$ cat config.mk
export PLATFORM = sky130hd
export DESIGN_NAME = video_core_csr
export DESIGN_NICKNAME = d
export VERILOG_FILES = /design/src/rtl/video_csr_pkg.sv /design/src/rtl/video_csr_shadow.sv /design/src/rtl/video_core_csr.sv
export SDC_FILE = /design/constraint.sdc
export NUM_CORES = 1
export LEC_CHECK = 0
export ABC_AREA = 1
export BUFFER_PORTS_ARGS = -buffer_cell sky130_fd_sc_hd__buf_2
export CELL_PAD_IN_SITES_DETAIL_PLACEMENT = 0
export CELL_PAD_IN_SITES_GLOBAL_PLACEMENT = 1
export CORE_MARGIN = 10
export CORE_UTILIZATION = 43
export DETAILED_ROUTE_END_ITERATION = 12
export GPL_TIMING_DRIVEN = 0
export PLACE_DENSITY_LB_ADDON = 0.1
export SLEW_MARGIN = 10
export SYNTH_ARGS = -nofsm -noshare
export SYNTH_HDL_FRONTEND = slang
export SYNTH_SLANG_ARGS = --single-unit
export TNS_END_PERCENT = 1
$ cat constraint.sdc
create_clock -name sys_clk -period 2.7 [get_ports sys_clk]
set_input_delay 0.135 -clock sys_clk [delete_from_list [all_inputs] [get_ports sys_clk]]
set_output_delay 0.135 -clock sys_clk [all_outputs]
set_load 0.05 [all_outputs]
$ cat src/rtl/video_csr_pkg.sv
`default_nettype none
// ============================================================================
//  Module      : video_csr_pkg
//  Description : Shared register addresses, bit positions and commit-FSM
//                state type for the video core control/status block.
//  Revision    : 1.0 - initial release
// ============================================================================
package video_csr_pkg;

    // Word addresses of the register map
    localparam int CSR_CTRL    = 0;
    localparam int CSR_STATUS  = 1;
    localparam int CSR_ACTIVE  = 2;
    localparam int CSR_SCRATCH = 3;

    // Bit positions inside CTRL and STATUS
    localparam int BYPASS_BIT  = 0;
    localparam int PEND_BIT    = 0;
    localparam int IRQ_BIT     = 1;

    // STATUS field holding the frame counter
    localparam int FCNT_LSB    = 16;
    localparam int FCNT_W      = 16;

    // Commit state machine: a shadow value is either in sync or waiting
    // for the next frame boundary.
    typedef enum logic [0:0] {
        IDLE    = 1'b0,
        PENDING = 1'b1
    } csr_state_t;

endpackage : video_csr_pkg
`default_nettype wire

$ cat src/rtl/video_csr_shadow.sv
`default_nettype none
// ============================================================================
//  Module      : video_csr_shadow
//  Description : Generic shadow/active double buffer. Writes land in the
//                shadow copy; the active copy only changes on a commit
//                request (frame boundary). A write that coincides with the
//                commit request bypasses the shadow wait and commits at once.
//  Revision    : 1.0 - initial release
// ============================================================================
module video_csr_shadow
    import video_csr_pkg::*;
#(
    parameter int W = 9
) (
    input  logic         clk_i,
    input  logic         rst_i,
    input  logic         wr_en_i,
    input  logic [W-1:0] wr_data_i,
    input  logic         commit_req_i,
    output logic [W-1:0] shadow_o,
    output logic [W-1:0] active_o,
    output logic         pending_o,
    output logic         commit_o
);

    csr_state_t   state_q,  state_d;
    logic [W-1:0] shadow_q, shadow_d;
    logic [W-1:0] active_q, active_d;
    logic         commit_q, commit_d;

    // State and buffer registers; reset discards any pending value.
    always_ff @(posedge clk_i) begin
        if (rst_i) begin
            state_q  <= IDLE;
            shadow_q <= '0;
            active_q <= '0;
            commit_q <= 1'b0;
        end else begin
            state_q  <= state_d;
            shadow_q <= shadow_d;
            active_q <= active_d;
            commit_q <= commit_d;
        end
    end

    // Next-state logic: same-cycle write+commit wins regardless of state.
    always_comb begin
        state_d  = state_q;
        shadow_d = shadow_q;
        active_d = active_q;
        commit_d = 1'b0;
        if (wr_en_i && commit_req_i) begin
            shadow_d = wr_data_i;
            active_d = wr_data_i;
            commit_d = 1'b1;
            state_d  = IDLE;
        end else begin
            case (state_q)
                IDLE: begin
                    if (wr_en_i) begin
                        shadow_d = wr_data_i;
                        state_d  = PENDING;
                    end
                end
                PENDING: begin
                    if (commit_req_i) begin
                        active_d = shadow_q;
                        commit_d = 1'b1;
                        state_d  = IDLE;
                    end else if (wr_en_i) begin
                        shadow_d = wr_data_i;
                    end
                end
                default: state_d = IDLE;
            endcase
        end
    end

    assign shadow_o  = shadow_q;
    assign active_o  = active_q;
    assign pending_o = (state_q == PENDING);
    assign commit_o  = commit_q;

endmodule : video_csr_shadow
`default_nettype wire

$ cat src/rtl/video_core_csr.sv
`default_nettype none
// ============================================================================
//  Module      : video_core_csr
//  Description : Avalon-MM slave CSR block for one video core. CTRL writes
//                are shadowed and committed to core_bypass/core_cfg only at
//                frame_start so a frame is never processed with mixed
//                settings. Reads have a fixed one-cycle latency.
//  Options     : VIDEO_CORE_CSR_IRQ_EN - adds irq output, STATUS.irq_flag
//                set on commit and write-1-to-clear.
//  Revision    : 1.0 - initial release
// ============================================================================
module video_core_csr
    import video_csr_pkg::*;
#(
    parameter int DW    = 32,
    parameter int AW    = 2,
    parameter int CFG_W = 8,
    parameter int CNT_W = 16
) (
    input  logic             sys_clk,
    input  logic             sys_rst,
    input  logic [AW-1:0]    avs_address,
    input  logic             avs_write,
    input  logic [DW-1:0]    avs_writedata,
    input  logic             avs_read,
    output logic [DW-1:0]    avs_readdata,
    output logic             avs_readdatavalid,
    input  logic             frame_start,
    output logic             core_bypass,
    output logic [CFG_W-1:0] core_cfg,
    output logic             commit_pulse
`ifdef VIDEO_CORE_CSR_IRQ_EN
    ,
    output logic             irq
`endif
);

    localparam int CTRL_W = CFG_W + 1;

    logic              w_ctrl_wr;
    logic              w_status_wr;
    logic              w_scratch_wr;
    logic [CTRL_W-1:0] w_shadow;
    logic [CTRL_W-1:0] w_active;
    logic              w_pending;
    logic              w_commit;
    logic              w_irq_flag;
    logic [31:0]       w_status;
    logic [DW-1:0]     w_rd_mux;

    logic [CNT_W-1:0]  frame_cnt_q, frame_cnt_d;
    logic [DW-1:0]     scratch_q,   scratch_d;
    logic [DW-1:0]     readdata_q,  readdata_d;
    logic              rdvalid_q,   rdvalid_d;

    assign w_ctrl_wr    = avs_write && (avs_address == AW'(CSR_CTRL));
    assign w_status_wr  = avs_write && (avs_address == AW'(CSR_STATUS));
    assign w_scratch_wr = avs_write && (avs_address == AW'(CSR_SCRATCH));

    video_csr_shadow #(
        .W (CTRL_W)
    ) u_shadow (
        .clk_i        (sys_clk),
        .rst_i        (sys_rst),
        .wr_en_i      (w_ctrl_wr),
        .wr_data_i    (avs_writedata[CTRL_W-1:0]),
        .commit_req_i (frame_start),
        .shadow_o     (w_shadow),
        .active_o     (w_active),
        .pending_o    (w_pending),
        .commit_o     (w_commit)
    );

    assign core_bypass  = w_active[BYPASS_BIT];
    assign core_cfg     = w_active[CFG_W:1];
    assign commit_pulse = w_commit;

`ifdef VIDEO_CORE_CSR_IRQ_EN
    logic irq_flag_q, irq_flag_d;

    // Sticky commit flag; a set in the same cycle as a clear takes priority.
    always_comb begin
        irq_flag_d = irq_flag_q;
        if (w_status_wr && avs_writedata[IRQ_BIT]) begin
            irq_flag_d = 1'b0;
        end
        if (w_commit) begin
            irq_flag_d = 1'b1;
        end
    end

    // Interrupt flag register.
    always_ff @(posedge sys_clk) begin
        if (sys_rst) begin
            irq_flag_q <= 1'b0;
        end else begin
            irq_flag_q <= irq_flag_d;
        end
    end

    assign w_irq_flag = irq_flag_q;
    assign irq        = irq_flag_q;
`else
    // STATUS writes have no effect in this build.
    assign w_irq_flag = 1'b0;
`endif

    // Frame counter and scratch register next-state.
    always_comb begin
        frame_cnt_d = frame_cnt_q;
        scratch_d   = scratch_q;
        if (frame_start) begin
            frame_cnt_d = frame_cnt_q + CNT_W'(1);
        end
        if (w_scratch_wr) begin
            scratch_d = avs_writedata;
        end
    end

    // STATUS word assembly; counter is truncated/zero-extended to 16 bits.
    always_comb begin
        w_status                           = '0;
        w_status[PEND_BIT]                 = w_pending;
        w_status[IRQ_BIT]                  = w_irq_flag;
        w_status[FCNT_LSB +: FCNT_W]       = FCNT_W'(frame_cnt_q);
    end

    // Read mux sees pre-write state, so a same-cycle write is not visible.
    always_comb begin
        w_rd_mux = '0;
        case (avs_address)
            AW'(CSR_CTRL):    w_rd_mux = DW'(w_shadow);
            AW'(CSR_STATUS):  w_rd_mux = DW'(w_status);
            AW'(CSR_ACTIVE):  w_rd_mux = DW'(w_active);
            AW'(CSR_SCRATCH): w_rd_mux = scratch_q;
            default:          w_rd_mux = '0;
        endcase
    end

    // Read response: data is captured only on a strobe and held otherwise.
    always_comb begin
        rdvalid_d  = avs_read;
        readdata_d = readdata_q;
        if (avs_read) begin
            readdata_d = w_rd_mux;
        end
    end

    // Register bank; frame_start during reset is discarded by priority.
    always_ff @(posedge sys_clk) begin
        if (sys_rst) begin
            frame_cnt_q <= '0;
            scratch_q   <= '0;
            readdata_q  <= '0;
            rdvalid_q   <= 1'b0;
        end else begin
            frame_cnt_q <= frame_cnt_d;
            scratch_q   <= scratch_d;
            readdata_q  <= readdata_d;
            rdvalid_q   <= rdvalid_d;
        end
    end

    assign avs_readdata      = readdata_q;
    assign avs_readdatavalid = rdvalid_q;

endmodule : video_core_csr
`default_nettype wire
======== After elaboration in Yosys (flattened, before gate mapping) ========
Cells that the tools add are included.
cells by class
  reductions and logical operators ........ 8
  bitwise operators ....................... 1
  $add $sub $neg .......................... 1
  equality and inequality tests ........... 4
  mux-type cells .......................... 14
operators by type and width
  operator               number
  $pmux 32 s4            1
  $mux 9                 6
  $pmux 9 s2             1
  $add 16x1->16 const B  1
  $mux 1                 5
  $eq 2x2->1 const B     2
  $reduce_bool 2->1      2
  $logic_and 1x1->1      3
  $ne 3x3->1 const B     1
  $eq 2x1->1 const B     1
  $logic_not 2->1        1
  $pmux 1 s2             1
  $reduce_and 2->1       1
  $reduce_or 2->1        1
  $not 1->1              1
storage, ports and cells
  bits in registers ....................... 101

======== Depth between registers and ports, before layout ========
Gate-level depths: netlist of run 1.
  depth after elaboration ................. 6
  gate-level depth with buffers ........... 8
  gate-level depth less buffers ........... 8

======== Modules after synthesis ========
Synthesis of run 1 repeated with hierarchy kept, for this count alone.
second synthesis, totals
  cells, all modules ...................... 555
  area, all modules ....................... 4279.1 sq um
by module, submodules not included
  module            area an instance (sq um)  times used  cells each  seq. area each (sq um)
  video_core_csr    3489.6                    1           451         1621.6
  video_csr_shadow  789.5                     1           104         400.4

======== Worst setup path after synthesis of run 1 ========
No wires, ideal clock.
  path type ............................... reg2reg
  start ................................... register frame_cnt_q[0]
  end ..................................... register frame_cnt_q[10]
  path slack .............................. 1.546 ns
  setup time .............................. 0.114 ns
  buffers on the path ..................... 0
  cell stages (with the launch flop) ...... 7
  period minus slack after synthesis ...... 1.154 ns
  data arrival time ....................... 1.040 ns
  cell sequence ........................... dfxtp_1 ha_1 nand3_2 nor2_2 nand3_1 o21bai_1 nor2_1
between the ends
  longest elaborated chain between the ends .. 1
ends and longest elaborated chain
  element                   line                   RTL
  start: declaration        video_core_csr.sv:51   logic [CNT_W-1:0] frame_cnt_q, frame_cnt_d;
  start signal: assignment  video_core_csr.sv:157  frame_cnt_q <= frame_cnt_d;
  $add 16x1->16             video_core_csr.sv:113  frame_cnt_d = frame_cnt_q + CNT_W'(1);
Every way passes these cells.
A chain may end at the register's enable or synchronous reset.

======== Worst setup path in the final report of run 1 ========
  start ................................... register frame_cnt_q[1]
  end ..................................... register frame_cnt_q[10]
Same word-level chain as after synthesis.

==> reports/results.md, run 1 <==
| Group | Quantity | Reported |
| --- | --- | --- |
| outcome | Status | complete, no violations |
| detailed routing | Violation count after the first detailed-route iteration | 263 |
| hold path | Type of the worst min-delay path | in2reg |
| detailed routing | Post-DRT Antenna Nets | 0 |
| sta | Final number of setup-violating endpoints | 0 |
| floorplanning | Vertical die dimension | 121 µm |
| layout | Number of antenna cells inserted | 0 |
| synthesis | Synthesized instance count | 564 |
| synthesis | Sequential share of the synthesized area | 46.5% |
| detailed routing | Number of detailed-routing iterations run before antenna repair | 5 |
| floorplanning | Horiz. Die Dim | 121 µm |
| synthesis | Number of unique standard cell types used by synthesis | 35 |
| critical path | Capturing element type of the critical path | flip-flop |
| critical path | Data arrival time of the critical path | 1.58 ns |
| clock tree | Count of H-tree levels built during CTS | 3 |
| placement | Cell area after placement | 4910 µm² |
| placement | Inst Count DP | 776 |
| global routing | Global-route wire length before repair | 20300 µm |
| critical path | Startpoint type of the worst setup path | flip-flop |
| floorplanning | CORE AREA | 9820 µm² |
| floorplanning | Die Footprint | 14500 µm² |
| sta | Final-report max-slew violation count | 0 |
| sta | Final critical path time including I/O delays and setup | 1.32 ns |
| synthesis | Nets in the synthesized netlist | 604 |
| sta | Setup total negative slack | 0 ns |
| power | Power density over the cells | 598 nW/µm² |
| layout | Highest-count cells in the layout ignoring fill and taps | 101 x sky130_fd_sc_hd__dfxtp_1, 90 x sky130_fd_sc_hd__inv_1, 90 x sky130_fd_sc_hd__buf_2 |
| detailed routing | Per-cell via count in the routed design | 4.90 |
| clock tree | TritonCTS clock tree | built |
| global routing | Via count of the first global-routing pass | 3847 |
| clock tree | Resized Gates After CTS | 0 |
| clock tree | Hold buffer count at cts | 0 |
| sta | Setup repair after global routing missed its margin | false |
| layout | Share of post-route cells with drive strength above 1 | 22.5% |
| sta | Worst slew margin | 58.0% |
| synthesis | Mean instance size in the synthesized netlist | 7.70 µm² |
| layout | Cell Count, Final, Fillers Out | 792 |
| placement | Port buffer count | 79 |
| layout | Area Overhead vs Synth | 17.8% |
| global routing | All-layer global routing usage | 17.5% |
| critical path | Data required, critical path | 2.97 ns |
| floorplanning | Number of placement rows | 36 |
| floorplanning | Effective utilization at floorplan | 44.2% |
| detailed routing | Total number of vias | 3882 |
| layout | Number of nets at the end of the flow | 694 |
| clock tree | Number of buffers created by CTS | 9 |
| global routing | Maximum number of pins on one net before global-route repair | 17 |
| layout | Final Instance Area | 5120 µm² |
| floorplanning | I/O pin count | 82 |
| clock tree | CTS sink count | 101 |
| sta | Maximum clock skew at final layout | 0.00750 ns |
| synthesis | Portion of synthesized cell area occupied by the leading cell type | 46.5% |
| clock tree | Clock-pin slew on the worst setup and hold paths | 0.10 ns |
| sta | Final Hold Vio Count | 0 |
| global routing | Antenna violations before repair | 0 |
| global routing | Residual overflow from global routing | 0 |
| clock tree | Clock insertion delay at the later pin of the skew report | 0.37 ns |
| clock tree | Cell at the root of the clock tree | sky130_fd_sc_hd__clkbuf_8 |
| critical path | Maximum fanout count along the critical path | 5 |
| layout | Most common library cell in the layout ignoring fill and taps | sky130_fd_sc_hd__dfxtp_1 |
| placement | Final estimated routing congestion in global placement | 0.853 |
| synthesis | Yosys warnings | 0 |
| synthesis | Main area contributors after synthesis | sky130_fd_sc_hd__dfxtp_1 47%, sky130_fd_sc_hd__inv_1 7.8%, sky130_fd_sc_hd__a21oi_1 7.1%, sky130_fd_sc_hd__nand2_1 6.7%, sky130_fd_sc_hd__o21ai_0 5.4% |
| sta | Final worst-path cycle share | 48.8% |
| sta | Fin Hold WS | 0.0261 ns |
| detailed routing | Number of design rule violations left after detail routing | 0 |
| critical path | Critical path class | reg2reg |
| detailed routing | Avg WL per Cell | 15.8 µm |
| synthesis | Cell taking the most area after synthesis | sky130_fd_sc_hd__dfxtp_1 |
| job | Number of max-cap violations | 0 |
| synthesis | Post-synthesis cell area | 4340 µm² |
| clock tree | Setup fix buffers added after clock tree synthesis | 0 |
| detailed routing | Post-detailed-routing wire length | 12500 µm |
| sta | Peak Freq | 759 MHz |
| power | VDD IR max | 0.353 mV |
| sta | Worst Tran Pin Value | 0.630 ns |
| placement | HPWL after detailed placement | 9410 µm |
| synthesis | Total of flip-flops plus latches after synthesis | 101 |
| clock tree | Maximum count of clock buffers along a single path | 2 |
| power | LEAKAGE | 2.31 nW |
==> path summary, 6_finish.rpt <==
kind	from	slack, ns	cells after the start	endpoint
hold / removal	avs_writedata[14]	0.03	3	scratch_q[14]
hold reg to reg	scratch_q[26]	0.45	2	scratch_q[26]
setup reg to reg	frame_cnt_q[1]	1.38	6	frame_cnt_q[10]
setup / recovery	frame_cnt_q[1]	1.38	6	frame_cnt_q[10]
==> layer usage <==
| layer | routed length [µm] | global-route usage [%] |
|---|---|---|
| met5 | 0 | 0 |
| met1 | 5730 | 22.2 |
| met2 | 6100 | 29.1 |
| met4 | 139 | 5.43 |
| met3 | 521 | 3.54 |
==> cells in the mapped netlist <==
cell type	number
sky130_fd_sc_hd__o21ai_2	11
sky130_fd_sc_hd__nand3_1	13
sky130_fd_sc_hd__inv_2	3
sky130_fd_sc_hd__o21ai_0	47
sky130_fd_sc_hd__nor2_4	2
sky130_fd_sc_hd__or2_1	3
sky130_fd_sc_hd__nand3_2	1
sky130_fd_sc_hd__nand2_2	3
sky130_fd_sc_hd__a41oi_1	1
sky130_fd_sc_hd__a21oi_1	62
sky130_fd_sc_hd__buf_8	1
sky130_fd_sc_hd__o221ai_1	11
sky130_fd_sc_hd__o22ai_1	1
sky130_fd_sc_hd__a31oi_4	1
sky130_fd_sc_hd__nor3_1	7
sky130_fd_sc_hd__buf_2	11
sky130_fd_sc_hd__nand4_1	2
sky130_fd_sc_hd__nand3_4	1
sky130_fd_sc_hd__dfxtp_1	101
sky130_fd_sc_hd__inv_1	90
sky130_fd_sc_hd__buf_6	7
sky130_fd_sc_hd__buf_4	3
sky130_fd_sc_hd__nor2_2	5
sky130_fd_sc_hd__o21bai_1	1
sky130_fd_sc_hd__nor2_1	44
sky130_fd_sc_hd__nand2_4	4
sky130_fd_sc_hd__clkbuf_2	1
sky130_fd_sc_hd__o211ai_1	7
sky130_fd_sc_hd__clkbuf_1	9
sky130_fd_sc_hd__a211oi_1	1
sky130_fd_sc_hd__a31oi_1	8
sky130_fd_sc_hd__nand2_1	77
sky130_fd_sc_hd__ha_1	1
sky130_fd_sc_hd__a31o_1	2
sky130_fd_sc_hd__o21ai_1	22
==> critical path, cell delays in order (launching register included) <==
cell                       delay, ns
sky130_fd_sc_hd__dfxtp_1        0.40
sky130_fd_sc_hd__ha_1           0.20
sky130_fd_sc_hd__nand3_2        0.09
sky130_fd_sc_hd__nor2_2         0.21
sky130_fd_sc_hd__nand3_1        0.13
sky130_fd_sc_hd__o21bai_1       0.14
sky130_fd_sc_hd__nor2_1         0.05
==> state kept, by name, indices dropped and copies added (netlist names) <==
name	cells
avs_readdatavalid	1
u_shadow.commit_o	1
scratch_q	32
u_shadow.active_o	9
frame_cnt_q	16
u_shadow.pending_o	1
avs_readdata	32
u_shadow.shadow_o	9
==> logic make-up after synthesis <==
| group | synth area share, % |
|---|---|
| compound gates | 23.5 |
| simple gates | 16.8 |
| buf+inv | 12.9 |
| flops | 46.5 |
| fa+ha+maj | 0.288 |
==> through the flow <==
stage	power [mW]	util, %	worst slack (ns)
after floorplan	1.92	-	1.55
after global placement	2.06	50.0	1.35
after detailed placement	2.06	50.0	1.36
after CTS	3.08	52.1	1.38
after global routing	3.20	52.1	1.17
final	3.06	52.1	1.38
==> cell type report <==
class,count,area (µm²)
inverters,93,349
repair buffers,79,395
fillers,1029,4700
plain buffers,32,210
clock buffers,12,155
well taps,133,166
multi-input cells,338,1760
clock inverters,4,55.1
flip-flops and latches,101,2020
==> report_power, final <==
part           internal [mW]  switching (mW)
logic                  0.125           0.313
registers               1.55          0.0319
clock network          0.486           0.550
total                   2.16           0.895
Power figures use the tool's default switching activity.
==> run 2: changes to the inputs <==
- CORE_UTILIZATION: 43 -> 40
- clock period: 2.7 -> 1.3 ns (I/O delays scaled with it)
==> reports/results.md, run 2 (synthesized netlist as in run 1, its figures left out) <==
| Group | Quantity | Reported | Delta |
| --- | --- | --- | --- |
| sta | Peak Freq | 838 MHz | was 759 MHz |
| critical path | Maximum fanout count along the critical path | 5 | unchanged |
| clock tree | TritonCTS clock tree | built | unchanged |
| layout | Most common library cell in the layout ignoring fill and taps | sky130_fd_sc_hd__dfxtp_1 | unchanged |
| detailed routing | Post-DRT Antenna Nets | 0 | unchanged |
| power | Combinational share of power | 15.8% | was 14.3% |
| placement | Port buffer count | 79 | unchanged |
| sta | Least setup slack across all paths after layout | 0.106 ns | was 1.38 ns |
| sta | Maximum clock skew at final layout | 0.00544 ns | was 0.00750 ns |
| detailed routing | Number of detailed-routing iterations run before antenna repair | 5 | unchanged |
| clock tree | CTS sink count | 101 | unchanged |
| critical path | Cell Chain, Critical Path | ha_4 > nand3_4 > nor2_4 > buf_4 > a21oi_1 > nor3_1 | was ha_1 > nand3_2 > nor2_2 > nand3_1 > o21bai_1 > nor2_1 |
| clock tree | Count of H-tree levels built during CTS | 3 | unchanged |
| clock tree | Number of buffers created by CTS | 9 | unchanged |
| critical path | Crit-path slowest cell | sky130_fd_sc_hd__dfxtp_2 | was sky130_fd_sc_hd__dfxtp_1 |
| sta | Worst slew margin | 57.7% | was 58.0% |
| critical path | Capturing element type of the critical path | flip-flop | unchanged |
| floorplanning | I/O pin count | 82 | unchanged |
| outcome | Status | complete, no violations | unchanged |
| power | LEAKAGE | 2.46 nW | was 2.31 nW |
| floorplanning | CORE AREA | 10500 µm² | was 9820 µm² |
| clock tree | Clock insertion delay at the later pin of the skew report | 0.37 ns | about the same |
| placement | Cell area after placement | 4910 µm² | about the same |
| global routing | Maximum number of pins on one net before global-route repair | 16 | was 17 |
| global routing | Via count of the first global-routing pass | 4110 | was 3847 |
| floorplanning | Horiz. Die Dim | 124 µm | was 121 µm |
| layout | Number of nets at the end of the flow | 729 | was 694 |
| sta | Final critical path time including I/O delays and setup | 1.19 ns | was 1.32 ns |
| power | Cell Int Power | 4.54 mW | was 2.16 mW |
| power | Net switching power | 1.81 mW | was 0.895 mW |
| sta | Final Hold Vio Count | 0 | unchanged |
| sta | Final worst-path cycle share | 91.8% | was 48.8% |
| sta | Setup repair after global routing missed its margin | true | was false |
| power | Switching share of total power | 28.5% | was 29.3% |
| layout | Number of antenna cells inserted | 0 | unchanged |
| power | VDD IR max | 0.783 mV | was 0.353 mV |
| hold path | Type of the worst min-delay path | in2reg | unchanged |
| critical path | Data arrival time of the critical path | 1.49 ns | was 1.58 ns |
| detailed routing | Post-detailed-routing wire length | 13200 µm | was 12500 µm |
| placement | Inst Count DP | 779 | was 776 |
| floorplanning | Effective utilization at floorplan | 41.5% | was 44.2% |
| power | Share of power burned in registers | 52.0% | was 51.8% |
| global routing | Global-route wire length before repair | 21300 µm | was 20300 µm |
| critical path | Startpoint type of the worst setup path | flip-flop | unchanged |
| power | Clock power share | 32.3% | was 33.9% |
| layout | Cell Count, Final, Fillers Out | 829 | was 792 |
| critical path | Data required, critical path | 1.60 ns | was 2.97 ns |
| sta | Worst Tran Pin Value | 0.635 ns | was 0.630 ns |
| detailed routing | Avg WL per Cell | 15.9 µm | was 15.8 µm |
| global routing | All-layer global routing usage | 16.6% | was 17.5% |
| detailed routing | Per-cell via count in the routed design | 4.96 | was 4.90 |
| floorplanning | Vertical die dimension | 124 µm | was 121 µm |
| job | Number of max-cap violations | 0 | unchanged |
| layout | Final Instance Area | 5520 µm² | was 5120 µm² |
| clock tree | Cell at the root of the clock tree | sky130_fd_sc_hd__clkbuf_8 | unchanged |
| critical path | Maximum single-stage delay on the critical path | 0.38 ns | was 0.40 ns |
| global routing | Antenna violations before repair | 0 | unchanged |
| detailed routing | Total number of vias | 4115 | was 3882 |
| critical path | Top delay family on crit path | simple AND/OR/NAND/NOR gates | unchanged |
| critical path | Worst path bufs/invs | 1 | was 0 |
| floorplanning | Number of placement rows | 37 | was 36 |
| placement | Worst setup slack after placement | -0.0505 ns | was 1.36 ns |
| critical path | Worst reg-to-reg setup slack | 0.11 ns | was 1.38 ns |
| sta | Final-report max-slew violation count | 0 | unchanged |
| layout | Share of post-route cells with drive strength above 1 | 23.4% | was 22.5% |
| critical path | Critical path class | reg2reg | unchanged |
| floorplanning | Die Footprint | 15400 µm² | was 14500 µm² |
| clock tree | Maximum count of clock buffers along a single path | 2 | unchanged |
| layout | Post-layout util | 52.7% | was 52.1% |
| global routing | Residual overflow from global routing | 0 | unchanged |
| placement | Final estimated routing congestion in global placement | 0.815 | was 0.853 |
| detailed routing | Violation count after the first detailed-route iteration | 228 | was 263 |
| layout | Highest-count cells in the layout ignoring fill and taps | 96 x sky130_fd_sc_hd__dfxtp_1, 90 x sky130_fd_sc_hd__buf_2, 89 x sky130_fd_sc_hd__inv_1 | was 101 x sky130_fd_sc_hd__dfxtp_1, 90 x sky130_fd_sc_hd__inv_1, 90 x sky130_fd_sc_hd__buf_2 |
| power | Power density over the cells | 1150 nW/µm² | was 598 nW/µm² |
| detailed routing | Number of design rule violations left after detail routing | 0 | unchanged |
| placement | HPWL after detailed placement | 9630 µm | was 9410 µm |
| sta | Final number of setup-violating endpoints | 0 | unchanged |
| layout | Area Overhead vs Synth | 27.0% | was 17.8% |
| clock tree | Clock-pin slew on the worst setup and hold paths | 0.09 ns | was 0.10 ns |
run 2: final timing paths:
path | endpoint | cells after the start | start
worst min-delay path | frame_cnt_q[2] | 2 | sys_rst
worst max register to register | frame_cnt_q[8] | 6 | frame_cnt_q[0]
worst max-delay path | frame_cnt_q[8] | 6 | frame_cnt_q[0]
worst min register to register | scratch_q[19] | 2 | scratch_q[19]
run 2: power groups by stage:
stage / combinational (mW) / clock [mW] / sequential, mW
floorplan: 0.390 / 0 / 3.59
global placement: 0.914 / 0 / 3.36
detailed placement: 0.921 / 0 / 3.36
CTS: 0.995 / 2.10 / 3.29
global route: 1.09 / 2.21 / 3.31
finish: 1.00 / 2.05 / 3.30
run 2: cell type report:
type / count / area, µm²
well taps: 136 / 170
clock buffers: 11 / 151
flip-flops and latches: 101 / 2030
plain buffers: 32 / 210
multi-input cells: 338 / 1810
repair buffers: 114 / 751
clock inverters: 4 / 47.5
fillers: 1059 / 4950
inverters: 93 / 349
run 2: metal layers:
metal	global-route usage (%)	part of all wire, %	vias to the layer above
li1	-	-	2090
met1	19.8	45	1912
met2	28.7	48	101
met3	4.21	5.6	12
met4	4.43	1.3	0
met5	0	0	-
run 2: timing repair:
action	CTS	global route
hold buffers	31	1
endpoints found under the setup margin	3	12
buffers inserted	0	3
pin swaps	0	4
gates resized for setup	2	14
endpoints found under the hold margin	31	1
run 2: worst register-to-register path, stage by stage, from the launching register on:
cell and delay, ns:
sky130_fd_sc_hd__dfxtp_2 0.38, sky130_fd_sc_hd__ha_4 0.17, sky130_fd_sc_hd__nand3_4 0.10, sky130_fd_sc_hd__nor2_4 0.18, sky130_fd_sc_hd__buf_4 0.14, sky130_fd_sc_hd__a21oi_1 0.05, sky130_fd_sc_hd__nor3_1 0.12
run 2: through the flow:
step	total power, mW	hold slack, ns	TNS (ns)
floorplan	3.98	0.228	0
global placement	4.27	0.331	-0.0299
detailed placement	4.28	0.340	-0.0817
CTS	6.38	0.00331	-0.00793
global route	6.61	0.0266	-0.0219
finish	6.34	0.0138	0
